### config.mk
export PLATFORM = sky130hd
export DESIGN_NAME = pipe_hazard_ctrl
export DESIGN_NICKNAME = d
export VERILOG_FILES = /design/src/rtl/pipe_hazard_ctrl_pkg.sv /design/src/rtl/pipe_hazard_ctrl_fwd_sel.sv /design/src/rtl/pipe_hazard_ctrl.sv
export SDC_FILE = /design/constraint.sdc
export NUM_CORES = 1
export LEC_CHECK = 0
export CAP_MARGIN = 40
export CELL_PAD_IN_SITES_DETAIL_PLACEMENT = 1
export CELL_PAD_IN_SITES_GLOBAL_PLACEMENT = 1
export CORE_AREA = 2 2 92 94
export CTS_CLUSTER_DIAMETER = 60
export DETAILED_ROUTE_END_ITERATION = 10
export DIE_AREA = 0 0 94 96
export PLACE_DENSITY = 0.77
export SYNTH_ARGS = -nofsm -noshare
export SYNTH_HDL_FRONTEND = slang
export SYNTH_SLANG_ARGS = --single-unit
export TNS_END_PERCENT = 50
### constraint.sdc
create_clock -name clk -period 5.8 [get_ports clk]
set_input_delay 0.87 -clock clk [delete_from_list [all_inputs] [get_ports clk]]
set_output_delay 0.87 -clock clk [all_outputs]
set_load 0.01 [all_outputs]
### src/rtl/pipe_hazard_ctrl_pkg.sv
// Shared definitions for the pipeline hazard controller: forward-select
// encodings, memory-wait FSM states, shadow stage record and widths.
package pipe_hazard_ctrl_pkg;

  localparam int unsigned CNT_W = 16;
  localparam int unsigned REG_W = 5;
  localparam int unsigned FWD_W = 2;

  // Operand source selects seen by the ID-stage operand muxes
  localparam logic [FWD_W-1:0] FWD_RF   = 2'b00;
  localparam logic [FWD_W-1:0] FWD_EALU = 2'b01;
  localparam logic [FWD_W-1:0] FWD_MALU = 2'b10;
  localparam logic [FWD_W-1:0] FWD_MLD  = 2'b11;

  typedef enum logic {
    ST_IDLE = 1'b0,
    ST_WAIT = 1'b1
  } mw_state_e;

  // Control bits of one in-flight instruction tracked by the shadow stages
  typedef struct packed {
    logic             wreg;
    logic             m2reg;
    logic             wmem;
    logic [REG_W-1:0] rn;
  } stage_t;

endpackage

### src/rtl/pipe_hazard_ctrl_fwd_sel.sv
// Forward select for one ID-stage source operand.
// Ports:
//   src             ID source register number
//   e_wreg/e_m2reg/e_rn  EXE shadow stage controls
//   m_wreg/m_m2reg/m_rn  MEM shadow stage controls
//   sel_c           combinational 2-bit operand source select
module fwd_sel
  import pipe_hazard_ctrl_pkg::*;
(
  input  logic [REG_W-1:0] src,
  input  logic             e_wreg,
  input  logic             e_m2reg,
  input  logic [REG_W-1:0] e_rn,
  input  logic             m_wreg,
  input  logic             m_m2reg,
  input  logic [REG_W-1:0] m_rn,
  output logic [FWD_W-1:0] sel_c
);

  logic src_nz;
  logic e_hit;
  logic m_hit;

  assign src_nz = (src != '0);
  assign e_hit  = src_nz & e_wreg & (src == e_rn);
  assign m_hit  = src_nz & m_wreg & (src == m_rn);

  // Youngest producer wins; a load still in EXE has no data yet and is
  // handled by the load-use stall, so it does not fall through to MEM.
  always_comb begin
    sel_c = FWD_RF;
    if (e_hit) begin
      if (!e_m2reg) sel_c = FWD_EALU;
    end else if (m_hit) begin
      sel_c = m_m2reg ? FWD_MLD : FWD_MALU;
    end
  end

endmodule

### src/rtl/pipe_hazard_ctrl.sv
// Pipeline hazard controller: tracks EXE/MEM shadow controls, selects
// operand forwarding, inserts load-use bubbles and freezes the pipe while
// data memory has not acknowledged an access.
// Ports:
//   clk, rst          clock, synchronous active-high reset
//   rs, rt            ID source registers; use_rs/use_rt mark real reads
//   wreg/m2reg/wmem/rn  ID instruction controls and destination
//   dmem_ack          data memory completes the access this cycle
//   wpcir             PC / IF-ID write enable (0 holds)
//   bubble            ID/EXE captures zero controls
//   freeze            hold every pipeline register
//   fwda, fwdb        forward selects for qa / qb
//   stall_cnt, wait_cnt  wrapping event counters
module pipe_hazard_ctrl
  import pipe_hazard_ctrl_pkg::*;
(
  input  logic        clk,
  input  logic        rst,
  input  logic [4:0]  rs,
  input  logic [4:0]  rt,
  input  logic        use_rs,
  input  logic        use_rt,
  input  logic        wreg,
  input  logic        m2reg,
  input  logic        wmem,
  input  logic [4:0]  rn,
  input  logic        dmem_ack,
  output logic        wpcir,
  output logic        bubble,
  output logic        freeze,
  output logic [1:0]  fwda,
  output logic [1:0]  fwdb,
  output logic [15:0] stall_cnt,
  output logic [15:0] wait_cnt
);

  stage_t    e_q;
  stage_t    m_q;
  stage_t    id_stage;
  mw_state_e state_q;
  mw_state_e state_d;

  logic             mem_op;
  logic             load_use;
  logic [FWD_W-1:0] fwda_c;
  logic [FWD_W-1:0] fwdb_c;

  assign id_stage = '{wreg: wreg, m2reg: m2reg, wmem: wmem, rn: rn};
  assign mem_op   = m_q.m2reg | m_q.wmem;

  // Outputs are masked by rst so they reflect the cleared state even
  // before the first reset edge has been seen.
  assign freeze = ~rst & mem_op & ~dmem_ack;

  assign load_use = ~rst & e_q.wreg & e_q.m2reg & (e_q.rn != '0) &
                    ((use_rs & (rs == e_q.rn)) | (use_rt & (rt == e_q.rn)));

  // Freeze overrides the stall; the hazard is re-evaluated once it lifts
  assign bubble = load_use & ~freeze;
  assign wpcir  = ~(load_use | freeze);

  fwd_sel u_fwd_a (
    .src     (rs),
    .e_wreg  (e_q.wreg),
    .e_m2reg (e_q.m2reg),
    .e_rn    (e_q.rn),
    .m_wreg  (m_q.wreg),
    .m_m2reg (m_q.m2reg),
    .m_rn    (m_q.rn),
    .sel_c   (fwda_c)
  );

  fwd_sel u_fwd_b (
    .src     (rt),
    .e_wreg  (e_q.wreg),
    .e_m2reg (e_q.m2reg),
    .e_rn    (e_q.rn),
    .m_wreg  (m_q.wreg),
    .m_m2reg (m_q.m2reg),
    .m_rn    (m_q.rn),
    .sel_c   (fwdb_c)
  );

  assign fwda = rst ? FWD_RF : fwda_c;
  assign fwdb = rst ? FWD_RF : fwdb_c;

  // Memory-wait FSM next state
  always_comb begin
    state_d = state_q;
    case (state_q)
      ST_IDLE: if (mem_op && !dmem_ack) state_d = ST_WAIT;
      ST_WAIT: if (dmem_ack)            state_d = ST_IDLE;
      default:                          state_d = ST_IDLE;
    endcase
  end

  // Shadow stages, FSM state and counters
  always_ff @(posedge clk) begin
    if (rst) begin
      e_q       <= '0;
      m_q       <= '0;
      state_q   <= ST_IDLE;
      stall_cnt <= '0;
      wait_cnt  <= '0;
    end else begin
      state_q   <= state_d;
      stall_cnt <= stall_cnt + CNT_W'(bubble);
      wait_cnt  <= wait_cnt + CNT_W'(freeze);
      if (!freeze) begin
        m_q <= e_q;
        e_q <= bubble ? stage_t'('0) : id_stage;
      end
    end
  end

endmodule
==> results.md, run 1 <==
* CTS Buffer Depth at 2
* Global Route Usage Sum at 14.3%
* Synth cell types at 30
* TritonRoute pass-1 iters at 4
* Worst path arrival time at 3.19 ns
* Layout Nets at 361
* Max H-tree Level at 2
* Vias in the first global route at 2150
* Syn nets at 302
* Post-Synthesis Cell Area at 0.00235 mm²
* Root buffer cell: clkbuf_8
* First-pass GRT wire length at 10200 µm
* Vias/cell at 4.81
* Max Cap Viol at 0
* Die ar. at 0.00902 mm²
* Int Pwr at 0.490 mW
* EDFF count, synth at 0
* P_sw at 0.188 mW
* Largest net degree at the start of global routing at 44
* Area leader, netlist: dfxtp_1
* Placer congestion estimate at 0.885
* Hold Path Stages at 2
* Core box area at 0.00805 mm²
* CP endpoint kind: output port
* Leakage power at 1.18 nW
* Worst min path class: flip-flop to flip-flop
* Clk sinks at 48
* Clock period minus worst slack at 4.06 ns
* Row cnt at 33
* Slew Limit Headroom at 55.9%
* Setup_tns at 0 ns
* Fmax at 246 MHz
* Worst Path Max Fanout at 9
* Pwr dens at 215 mW/mm²
* Final routed DRC violation total at 0
* Port Buf Inserts at 61
* #FFs+latches synth at 48
* Starting Density at 29.2%
* I/O pin count at 62
* Switching share of power at 27.7%
* Initial antenna violation count at 0
* Die X at 94 µm
* Clock latency at the later pin of the worst-skew pair at 0.30 ns
* CTS tree: built
* CP Launch Type: input port
* Filler cells at 961
* Multi-input logic area at 0.00133 mm²
* Mean routed wirelength per cell at 13.7 µm
* Share of the yosys chip area belonging to registers at 40.9%
* CTS Buf Count at 5
* Hold-fix buffers, CTS at 0
* Critical Path RT at 4.93 ns
* Synth area leaders: dfxtp_1 41%, xor2_1 12%, nand2_1 5.9%, nor2_1 5.8%, xnor2_1 5.6%
* Overall via count from detail_route at 2117
* Clock slew at reported path FFs at 0.09 ns
* Post-CTS Setup Repair Bufs at 0
* IR Drop Worst-Case VDD at 88.2 µV
* Slew @ Worst Pin at 0.659 ns
* Final setup viols at 0
* Die Ht at 96 µm
* Initial DRC Count at 45
* Post-Synthesis Cells at 275
* RSZ-0062 raised after global routing: false
* Clock power frac at 30.6%
* Status: finished, final reports clean
* FFs w/ async S/R, synth at 0%
* Fraction of layout cells with a size suffix above 1 at 5.67%
* Final Max Slew Viols at 0
* Register Area at 961 µm²
* R2R depth at 11
* Grt total ovfl at 0
* Period utilization at 70.0%
* Syn_area_per_cell at 8.54 µm²
* Critical path class: input port to output port
* Hold Slack at 0.460 ns
* Post_cts resized at 0
* Yosys synthesis warning count at 0
* Remaining antenna violation count at 0
* Fin Clk Skew at 0.00802 ns
* Dpl hpwl at 4450 µm
* Area growth syn-to-layout at 34.2%
* Ant diodes at 0
* Comb power frac at 15.0%
* Routed WL at 6020 µm
* Top_reg_cell synth: dfxtp_1
* Sequential share of power at 54.4%
* Final hold vios at 0
* R2R Setup Slk at 2.78 ns
* Area share of the largest cell type after synthesis at 40.9%
-- registers in the layout (all words and copies together) (netlist names) --
register	flops
wait_cnt	16
e_q	8
m_q	8
stall_cnt	16
-- Yosys cell counts (4+ instances only) --
| cell | instances |
|---|---|
| a21oi_1 | 11 |
| a32oi_1 | 8 |
| and3_1 | 15 |
| clkbuf_1 | 10 |
| dfxtp_1 | 48 |
| ha_1 | 4 |
| nand2_1 | 37 |
| nand3_1 | 18 |
| nand4_1 | 9 |
| nor2_1 | 36 |
| nor2b_1 | 4 |
| nor3_1 | 5 |
| xnor2_1 | 15 |
| xor2_1 | 32 |
-- final timing paths --
check        startpoint            end
max               rs[0]         bubble
min              m_q[5]         m_q[5]
max reg2reg      e_q[0]  stall_cnt[14]
min reg2reg      m_q[5]         m_q[5]
-- per-stage QoR --
stage / std cells / util [%] / area [µm²] / power [mW] / worst slack [ns]
after detailed placement: 432 / 38.0 / 3060 / 0.478 / 1.74
after global routing: 440 / 39.2 / 3150 / 0.721 / 1.56
after global placement: 431 / 37.9 / 3050 / 0.472 / 1.82
final: 440 / 39.2 / 3150 / 0.678 / 1.74
after floorplan: 275 / - / 2350 / 0.437 / 2.75
after CTS: 440 / 39.2 / 3150 / 0.691 / 1.73
-- cell usage in the layout, fill, tap and decap left out --
cell type,n
nor4_2,1
nor2b_1,4
and3_1,15
clkbuf_8,6
or2_2,2
o211ai_4,1
ha_1,4
a32o_1,2
or3_1,1
nand2_1,37
buf_4,1
nand4_2,2
nand4_1,9
dfxtp_1,48
xnor2_1,15
nand3_1,18
or4_4,1
nor4_1,2
o21ai_0,2
clkinv_2,2
nor3_2,1
buf_6,1
nor3_1,5
nor3b_1,1
inv_1,2
a21oi_2,1
a21oi_1,11
xor2_1,32
nand2b_1,1
a32oi_1,8
clkdlybuf4s50_1,61
nor2_1,36
and4_1,2
-- kinds of logic after synthesis --
kind of cell / after synthesis / share of synthesized area [%]
flip-flops: 48 / 40.9
AND/OR/NAND/NOR: 138 / 29.2
buffers and inverters: 13 / 2.40
AO/OA/AOI/OAI: 25 / 7.88
XOR/XNOR: 47 / 17.5
adder cells (fa/ha/maj): 4 / 2.13
-- worst max-delay path, cell delays in order --
cell	delay (ns)
clkdlybuf4s50_1	0.47
xor2_1	0.17
nor3_1	0.38
nand4_2	0.34
a21oi_2	0.22
and3_1	0.19
clkdlybuf4s50_1	0.54
-- final cells by class --
| type | instances | area share [%] |
|---|---|---|
| Multi-Input combinational cell | 214 | 42.2 |
| Sequential cell | 48 | 30.5 |
| Timing Repair Buffer | 63 | 20.0 |
| Tap cell | 105 | 4.17 |
| Clock buffer | 6 | 2.62 |
| Clock inverter | 2 | 0.317 |
| Inverter | 2 | 0.238 |
-- power groups by stage --
stage / clock network [mW] / registers (mW) / logic, mW
floorplan: 0 / 0.368 / 0.0690
global placement: 0 / 0.376 / 0.0958
detailed placement: 0 / 0.377 / 0.101
finish: 0.207 / 0.369 / 0.102
CTS: 0.220 / 0.369 / 0.102
global route: 0.235 / 0.372 / 0.114
-- metal layers --
metal,part of all wire (%),up-vias,GRT usage [%]
met3,4.8,7,3.37
met1,47,1009,18.8
met5,0,-,0
met4,1.2,0,4.71
met2,47,45,23.1
li1,-,1056,-
(Power assumes the default switching activity.)
==> run 2, diff against run 1 <==
Clock period 5.8 ns to 4.18 ns, I/O delays scaled along.
==> run 2 against run 1 <==
  * Register-to-register slack lost 1.6 ns
  * Critical endpoint unchanged
  * Largest cell class unchanged
  * Highest routed layer unchanged
  * Final area grew 0.95%
  * Non-clock buffer count is the same
  * Cell count is the same
  * Sequential power grew 39%
==> results.md, run 2 (synthesis results as in run 1) <==
* Layout Nets at 361
* Die ar. at 0.00902 mm²
* Worst Path Max Fanout at 9
* Max Cap Viol at 0
* I/O pin count at 62
* Clk sinks at 48
* Vias/cell at 4.77
* Slowest CP cell: clkdlybuf4s50_1
* Multi-input logic area at 0.00133 mm²
* Filler cells at 943
* Max H-tree Level at 2
* Most frequent cells in the layout: 61 x clkdlybuf4s50_1, 48 x dfxtp_1, 37 x nand2_1
* Remaining antenna violation count at 0
* Final Max Slew Viols at 0
* CP endpoint kind: output port
* Row cnt at 33
* Initial antenna violation count at 0
* Delay of the slowest critical-path stage at 0.54 ns
* Period utilization at 85.1%
* Fraction of layout cells with a size suffix above 1 at 5.67%
* CP Launch Type: input port
* Hold Slack at 0.455 ns
* Clock latency at the later pin of the worst-skew pair at 0.30 ns
* Post_cts resized at 0
* Post-placement cell count at 432
* TritonRoute pass-1 iters at 4
* Routed WL at 6010 µm
* RSZ-0062 raised after global routing: false
* Mean routed wirelength per cell at 13.7 µm
* Worst path most repeated cell: clkdlybuf4s50_1
* CTS Buffer Depth at 2
* Starting Density at 29.2%
* Register Area at 961 µm²
* Hold-fix buffers, CTS at 0
* First-pass GRT wire length at 9930 µm
* Leakage power at 1.20 nW
* Vias in the first global route at 2082
* Status: finished, final reports clean
* Slew Limit Headroom at 69.2%
* CTS Buf Count at 5
* Fmax at 281 MHz
* Critical path class: input port to output port
* Port Buf Inserts at 61
* Crit-path leading delay family: buffers and inverters
* Core Util, Final at 39.5%
* Final setup viols at 0
* Final hold vios at 0
* Area growth syn-to-layout at 35.5%
* Ant diodes at 0
* Worst path buffer plus inverter count at 2
* Clock slew at reported path FFs at 0.09 ns
* Core box area at 0.00805 mm²
* Most common cell after layout, fill and taps aside: clkdlybuf4s50_1
* Overall via count from detail_route at 2098
* Placer congestion estimate at 0.868
* Setup_tns at 0 ns
* Post-CTS Setup Repair Bufs at 0
* Worst path arrival time at 2.93 ns
* Pwr dens at 320 mW/mm²
* CTS tree: built
* Top flop regs: stall_cnt: 16 flops, wait_cnt: 16 flops
* Fin Clk Skew at 0.00737 ns
* Clock period minus worst slack at 3.56 ns
* Worst min path class: flip-flop to flip-flop
* Global Route Usage Sum at 13.7%
* Grt total ovfl at 0
* Largest net degree at the start of global routing at 44
* Critical Path RT at 3.55 ns
* Final routed DRC violation total at 0
* Die X at 94 µm
* IR Drop Worst-Case VDD at 125 µV
* Cell Count, Final, Fillers Out at 440
* Initial DRC Count at 69
* Slew @ Worst Pin at 0.462 ns
* Die Ht at 96 µm
* CP cell instances: clkdlybuf4s50_1, xor2_1, nor3_1, nand4_2, a21oi_2, and3_1, clkdlybuf4s50_1
* Dpl hpwl at 4470 µm
* Root buffer cell: clkbuf_8
[run 2: tightest hold or removal path: stages (launching register included)]
cell and delay [ns]:
dfxtp_1 0.32, nand2_1 0.05, a21oi_1 0.05
[run 2: area by class of cell]
class / count / share of cell area (%)
multi-input cells: 214 / 41.8
inverters: 2 / 0.236
clock buffers: 7 / 3.03
flip-flops and latches: 48 / 30.2
repair buffers: 63 / 19.6
well taps: 105 / 4.13
clock inverters: 1 / 0.943
[run 2: worst paths after layout]
path / cells after the start / to / startpoint / slack [ns]
min: 2 / m_q[5] / m_q[5] / 0.46
max reg2reg: 11 / stall_cnt[14] / e_q[0] / 1.21
min reg2reg: 2 / m_q[5] / m_q[5] / 0.46
max: 7 / bubble / rs[0] / 0.62
[run 2: where the power goes]
group          total (mW)  leakage [nW]  switching [mW]  internal, mW
Sequential          0.512         0.391          0.0330         0.479
Combinational       0.139         0.740          0.0711        0.0683
Clock               0.367        0.0645           0.156         0.211
[run 2: per-layer routing]
layer,vias to the layer above,routed length [µm],global-route usage [%]
li1,1067,-,-
met1,982,2830,17.2
met2,47,2850,23.5
met3,2,309,4.07
met4,0,29,2.90
met5,-,0,0
[run 2: stage by stage]
stage	power [mW]	cell area (µm²)	setup WS (ns)
final	1.02	3180	0.623
after global routing	1.07	3180	0.446
after CTS	1.03	3180	0.607
after detailed placement	0.662	3060	0.573
after global placement	0.657	3060	0.679
after floorplan	0.606	2350	1.37
